$ cat src/rtl/regfile_ctrl_pkg.sv
// Shared definitions for the decode-stage control unit and register file:
// opcode values, ALUOp encodings and the bundled control word.
package regfile_ctrl_pkg;

  localparam logic [5:0] OP_RTYPE = 6'b000000;
  localparam logic [5:0] OP_LW    = 6'b100011;
  localparam logic [5:0] OP_SW    = 6'b101011;
  localparam logic [5:0] OP_BEQ   = 6'b000100;
  localparam logic [5:0] OP_ADDI  = 6'b001000;

  localparam logic [1:0] ALUOP_ADD   = 2'b00;
  localparam logic [1:0] ALUOP_SUB   = 2'b01;
  localparam logic [1:0] ALUOP_FUNCT = 2'b10;

  typedef struct packed {
    logic       reg_dst;
    logic       reg_write;
    logic       alu_src;
    logic       mem_to_reg;
    logic       mem_read;
    logic       mem_write;
    logic       branch;
    logic [1:0] alu_op;
  } ctrl_t;

  // All-zero control word: a NOP that never writes the register file.
  localparam ctrl_t CTRL_NOP = '{1'b0, 1'b0, 1'b0, 1'b0, 1'b0, 1'b0, 1'b0, ALUOP_ADD};

endpackage

$ cat src/rtl/regfile_ctrl_unit_main_ctrl_decoder.sv
// Main control decoder: maps the 6-bit opcode onto the datapath control word.
// Unrecognised (including X) opcodes fall to the NOP word so RegWrite stays 0.
module main_ctrl_decoder
  import regfile_ctrl_pkg::*;
(
  input  logic [5:0] opcode,
  output ctrl_t      ctrl
);

  // Opcode to control-word lookup; every signal starts at 0.
  always_comb begin
    ctrl = CTRL_NOP;
    case (opcode)
      OP_RTYPE: begin
        ctrl.reg_dst   = 1'b1;
        ctrl.reg_write = 1'b1;
        ctrl.alu_op    = ALUOP_FUNCT;
      end
      OP_LW: begin
        ctrl.alu_src    = 1'b1;
        ctrl.mem_to_reg = 1'b1;
        ctrl.reg_write  = 1'b1;
        ctrl.mem_read   = 1'b1;
        ctrl.alu_op     = ALUOP_ADD;
      end
      OP_SW: begin
        ctrl.alu_src   = 1'b1;
        ctrl.mem_write = 1'b1;
        ctrl.alu_op    = ALUOP_ADD;
      end
      OP_BEQ: begin
        ctrl.branch = 1'b1;
        ctrl.alu_op = ALUOP_SUB;
      end
      OP_ADDI: begin
        ctrl.alu_src   = 1'b1;
        ctrl.reg_write = 1'b1;
        ctrl.alu_op    = ALUOP_ADD;
      end
      default: begin
        ctrl = CTRL_NOP;
      end
    endcase
  end

endmodule

$ cat src/rtl/regfile_ctrl_unit.sv
// Decode-stage block: main control decoder, destination-register mux and a
// 2**ADDR_W x DATA_W register file with two asynchronous read ports and one
// clocked write port. Register 0 is hardwired to zero.
// Optional build macro: WRITE_BYPASS_EN -- forwards write_data to a read port
// whose address matches the register being written in the same cycle.
module regfile_ctrl_unit
  import regfile_ctrl_pkg::*;
#(
  parameter int DATA_W = 32,
  parameter int ADDR_W = 5
) (
  input  logic              clk,
  input  logic              reset,
  input  logic [5:0]        opcode,
  input  logic [ADDR_W-1:0] rs,
  input  logic [ADDR_W-1:0] rt,
  input  logic [ADDR_W-1:0] rd,
  input  logic [DATA_W-1:0] write_data,
  output logic [DATA_W-1:0] read_data_1,
  output logic [DATA_W-1:0] read_data_2,
  output logic [ADDR_W-1:0] write_register,
  output logic              RegDst,
  output logic              RegWrite,
  output logic              ALUSrc,
  output logic              MemtoReg,
  output logic              MemRead,
  output logic              MemWrite,
  output logic              Branch,
  output logic [1:0]        ALUOp
);

  localparam int REG_N = 2 ** ADDR_W;
  localparam logic [ADDR_W-1:0] ZERO_ADDR = {ADDR_W{1'b0}};
  localparam logic [DATA_W-1:0] ZERO_DATA = {DATA_W{1'b0}};

  ctrl_t ctrl_s;
  logic  wr_en_s;

  logic [REG_N-1:0][DATA_W-1:0] regs_d;
  logic [REG_N-1:0][DATA_W-1:0] regs_q;

  main_ctrl_decoder u_dec (
    .opcode (opcode),
    .ctrl   (ctrl_s)
  );

  assign RegDst   = ctrl_s.reg_dst;
  assign RegWrite = ctrl_s.reg_write;
  assign ALUSrc   = ctrl_s.alu_src;
  assign MemtoReg = ctrl_s.mem_to_reg;
  assign MemRead  = ctrl_s.mem_read;
  assign MemWrite = ctrl_s.mem_write;
  assign Branch   = ctrl_s.branch;
  assign ALUOp    = ctrl_s.alu_op;

  // Destination select and write qualification (register 0 never written).
  always_comb begin
    if (ctrl_s.reg_dst) begin
      write_register = rd;
    end else begin
      write_register = rt;
    end
    wr_en_s = ctrl_s.reg_write && (write_register != ZERO_ADDR);
  end

  // Next-state of the register array: hold, or update the selected entry.
  always_comb begin
    regs_d = regs_q;
    if (wr_en_s) begin
      regs_d[write_register] = write_data;
    end else begin
      regs_d = regs_q;
    end
  end

  // Register array; reset wins over a simultaneous write.
  always_ff @(posedge clk) begin
    if (reset) begin
      regs_q <= '{default: ZERO_DATA};
    end else begin
      regs_q <= regs_d;
    end
  end

  // Asynchronous read ports; address 0 reads zero in every build.
  always_comb begin
    read_data_1 = regs_q[rs];
    read_data_2 = regs_q[rt];
`ifdef WRITE_BYPASS_EN
    if (wr_en_s && (rs == write_register)) begin
      read_data_1 = write_data;
    end else begin
      read_data_1 = regs_q[rs];
    end
    if (wr_en_s && (rt == write_register)) begin
      read_data_2 = write_data;
    end else begin
      read_data_2 = regs_q[rt];
    end
`endif
    if (rs == ZERO_ADDR) begin
      read_data_1 = ZERO_DATA;
    end else begin
      read_data_1 = read_data_1;
    end
    if (rt == ZERO_ADDR) begin
      read_data_2 = ZERO_DATA;
    end else begin
      read_data_2 = read_data_2;
    end
  end

endmodule

$ cat config.mk
export PLATFORM = sky130hd
export DESIGN_NAME = regfile_ctrl_unit
export DESIGN_NICKNAME = d
export VERILOG_FILES = /design/src/rtl/regfile_ctrl_pkg.sv /design/src/rtl/regfile_ctrl_unit_main_ctrl_decoder.sv /design/src/rtl/regfile_ctrl_unit.sv
export SDC_FILE = /design/constraint.sdc
export NUM_CORES = 2
export LEC_CHECK = 0
export BUFFER_PORTS_ARGS = -buffer_cell sky130_fd_sc_hd__buf_2
export CAP_MARGIN = 30
export CORE_MARGIN = 2
export CORE_UTILIZATION = 50
export CTS_CLUSTER_DIAMETER = 200
export CTS_CLUSTER_SIZE = 30
export DETAILED_ROUTE_END_ITERATION = 16
export HOLD_SLACK_MARGIN = 0.1
export MAX_ROUTING_LAYER = met4
export PLACE_DENSITY = 0.74
export SETUP_SLACK_MARGIN = 0.4
export SYNTH_ARGS = -nofsm -noshare
export SYNTH_HDL_FRONTEND = slang
export SYNTH_SLANG_ARGS = --single-unit
export TNS_END_PERCENT = 100
$ cat constraint.sdc
create_clock -name clk -period 3.6 [get_ports clk]
set_input_delay 0.36 -clock clk [delete_from_list [all_inputs] [get_ports clk]]
set_output_delay 0.36 -clock clk [all_outputs]
set_load 0.05 [all_outputs]
==> metrics.txt <==
worst slew pin tran between 1 and 1.5 ns; WL per Instance 29.13 um; leakage about 27 nW; Max Fclk between 300 and 400 MHz; depth of the most critical reg-to-reg path 2; Setup WS post-layout roughly 0.36 ns; pin count of the biggest net entering global routing ~200; Post-synth EDFFs 0; Final Hold Viols 0; DRC 0; Syn. warnings 0; Mapped Cells about 4900; Syn Area/Cell about 11 um2; Seq/Total Area, Yosys 0.3684; multi-input logic area 0.03341 mm2; clk slew on worst S/H paths 0.12 ns; synthesized cell area between 0.05 and 0.06 mm2; critical path required time between 3 and 4 ns; most frequent cells in the layout mux2i_1 (1306), nand2b_1 (1030), dfxtp_1 (1024); Detailed Route WL about 180 mm; post-synth top area share 0.3684; Routed Antenna Nets 0; CTS Root Cell clkbuf_16; worst skew pair latency around 0.65 ns; Global Route Usage Sum 0.3257; post-layout net count ~4900; io pins roughly 130; number of fill cells approximately 9500; crit path launch type primary input; 1st-iter DRT viols 5363; final core utilization 0.5480; DRT Pass-1 Iters 5; Top FF cell, synth dfxtp_1; Critical Path End Type primary output; worst vdd ir about 0.00036 V; crit path max fanout 15; Reg-to-Reg Start regs_q[151]; top post-synthesis cells by area dfxtp_1 (37%), mux2i_1 (23%), mux4_2 (15%); grt total ovfl 0; top cell type by total area after synthesis dfxtp_1; DIE AREA 0.1140 mm2; status completed; synth unique cells 54; Largest regs regs_q (1024); total clock sinks 1024; fraction of layout cells with a size suffix above 1 0.1962; CTS hold repair buffers 0; first-pass GRT wire length around 270 mm; Slew Viols, Final 0; DR vias/cell around 6.6; Die Ht around 340 um; TritonCTS clock tree built; setup TNS 0 ns; Final Wtd Congestion 0.8704; Top reg by flops regs_q; commonest non-fill, non-tap cell in the layout mux2i_1; Post-Syn Nets roughly 5000; Max Cap Violations 0; Worst Hold Class primary input to flop; Post-DP Area between 0.05 and 0.06 mm2; unrepaired setup endpoints after global routing no; synth-to-layout area growth 8.838%; Final Critical Period between 3 and 4 ns; PD cells about 320 mW/mm2; Clock Tree Buf Depth 3; Die Wd about 340 um; Synth Register Bits 1024; # H-tree levels 2; reg2reg setup slack ~2.9 ns; Place WS 0.06228 ns; period utilisation layout 0.8993; initial antenna violation count 6; PortBufs about 130; starting density of the core 0.5035; Worst EP arrival 2.88 ns; # rows 122; Num CTS Buffers 40; Critical Path Sink read_data_2[27]; Slew Limit Headroom 0.2788; FF/Latch Area around 0.02 mm2; core area ~0.11 mm2; RR Endpoint regs_q[151]; final setup vio count 0; Critical Path Start rt[3]; Finished Cell Area between 0.06 and 0.07 mm2; crit path kind primary input to primary output; worst clock skew 0 ns; routed vias between 40000 and 50000; dpl hpwl between 100 and 150 mm; max reg flops about 1000; Post-synth ARST share 0; vias in the first global route 40350
[Yosys cell counts (2+ instances only)]
master     number
or3_1           2
and4_1          3
nor3b_1         3
or2_2           3
mux2i_1      1306
o211ai_2       25
nor4_4          4
nand2_1        18
nor3_1         15
a22o_1         31
a211oi_1       67
nand3_1         3
mux2i_4         3
mux4_2        369
o21ai_0         3
a2111oi_1       2
nor2_1          9
a21oi_1        65
buf_1          38
o32ai_1         3
dfxtp_1      1024
buf_4          42
a31oi_1        15
o211ai_1        3
and2_1          5
nor4_2          3
inv_1           7
nor4_1         19
clkbuf_1      277
nand2b_1     1031
buf_2         148
nor2b_1        72
o22ai_1        45
o221ai_1       31
mux2_2         18
o211a_1         3
buf_6          21
a2111oi_0      31
or3b_2          2
o211ai_4        2
a22oi_1       125
[layout make-up]
class,instances,share of cell area
Clock inverter,3,0.0007850
Tap cell,1488,0.03074
Clock buffer,41,0.01694
Inverter,8,0.0004958
Antenna cell,6,0.0002479
Sequential cell,1024,0.3385
Timing Repair Buffer,371,0.06074
Multi-Input combinational cell,3350,0.5516
[where the power goes]
group	switching, mW	total [mW]	internal, mW
Sequential	0.00912	11.3	11.3
Clock	3.70	5.80	2.10
Combinational	1.59	2.50	0.913
Total	5.30	19.6	14.3
[cells by family after synthesis]
kind of cell,synth area share
buffers and inverters,0.04524
AO/OA/AOI/OAI,0.06228
flip-flops,0.3684
AND/OR/NAND/NOR,0.1350
multiplexers,0.3891
[metal layers]
metal / track usage / share of wire
met4: 0.1529 / 0.055
met1: 0.4239 / 0.40
met2: 0.4959 / 0.45
met5: - / 0
met3: 0.05403 / 0.089
[worst min-delay path by stage]
stage	start	end	slack, ns	cells after the start
global route	reset	regs_q[2]	0.23	2
finish	write_data[25]	regs_q[313]	0.24	4
global placement	regs_q[23]	regs_q[23]	0.47	1
floorplan	regs_q[15]	regs_q[15]	0.45	1
detailed placement	regs_q[23]	regs_q[23]	0.47	1
CTS	reset	regs_q[2]	0.20	2
[stage by stage]
stage | hold slack (ns) | total power, mW | std cells
2_1_floorplan | 0.4509 | 13.12 | 4909
3_3_place_gp | 0.4657 | 14.02 | 6232
3_5_place_dp | 0.4699 | 14.03 | 6234
4_1_cts | 0.2006 | 19.65 | 6282
5_1_grt | 0.2300 | 20.14 | 6289
6_report | 0.2372 | 19.65 | 6291
[what timing repair did]
action	in CTS	in global routing
pin swaps	0	1
setup endpoints to repair	21	15
gates cloned	1	0
setup buffers	3	0
gates resized for setup	16	23
endpoints found under the hold margin	0	0
[critical path, stage by stage]
cell and delay (ns):
buf_2 0.13, buf_4 0.32, and2_4 0.52, buf_4 0.41
a22o_1 0.27, a2111oi_0 0.11, a211oi_2 0.37, buf_2 0.36
Power figures use the tool's default switching activity.
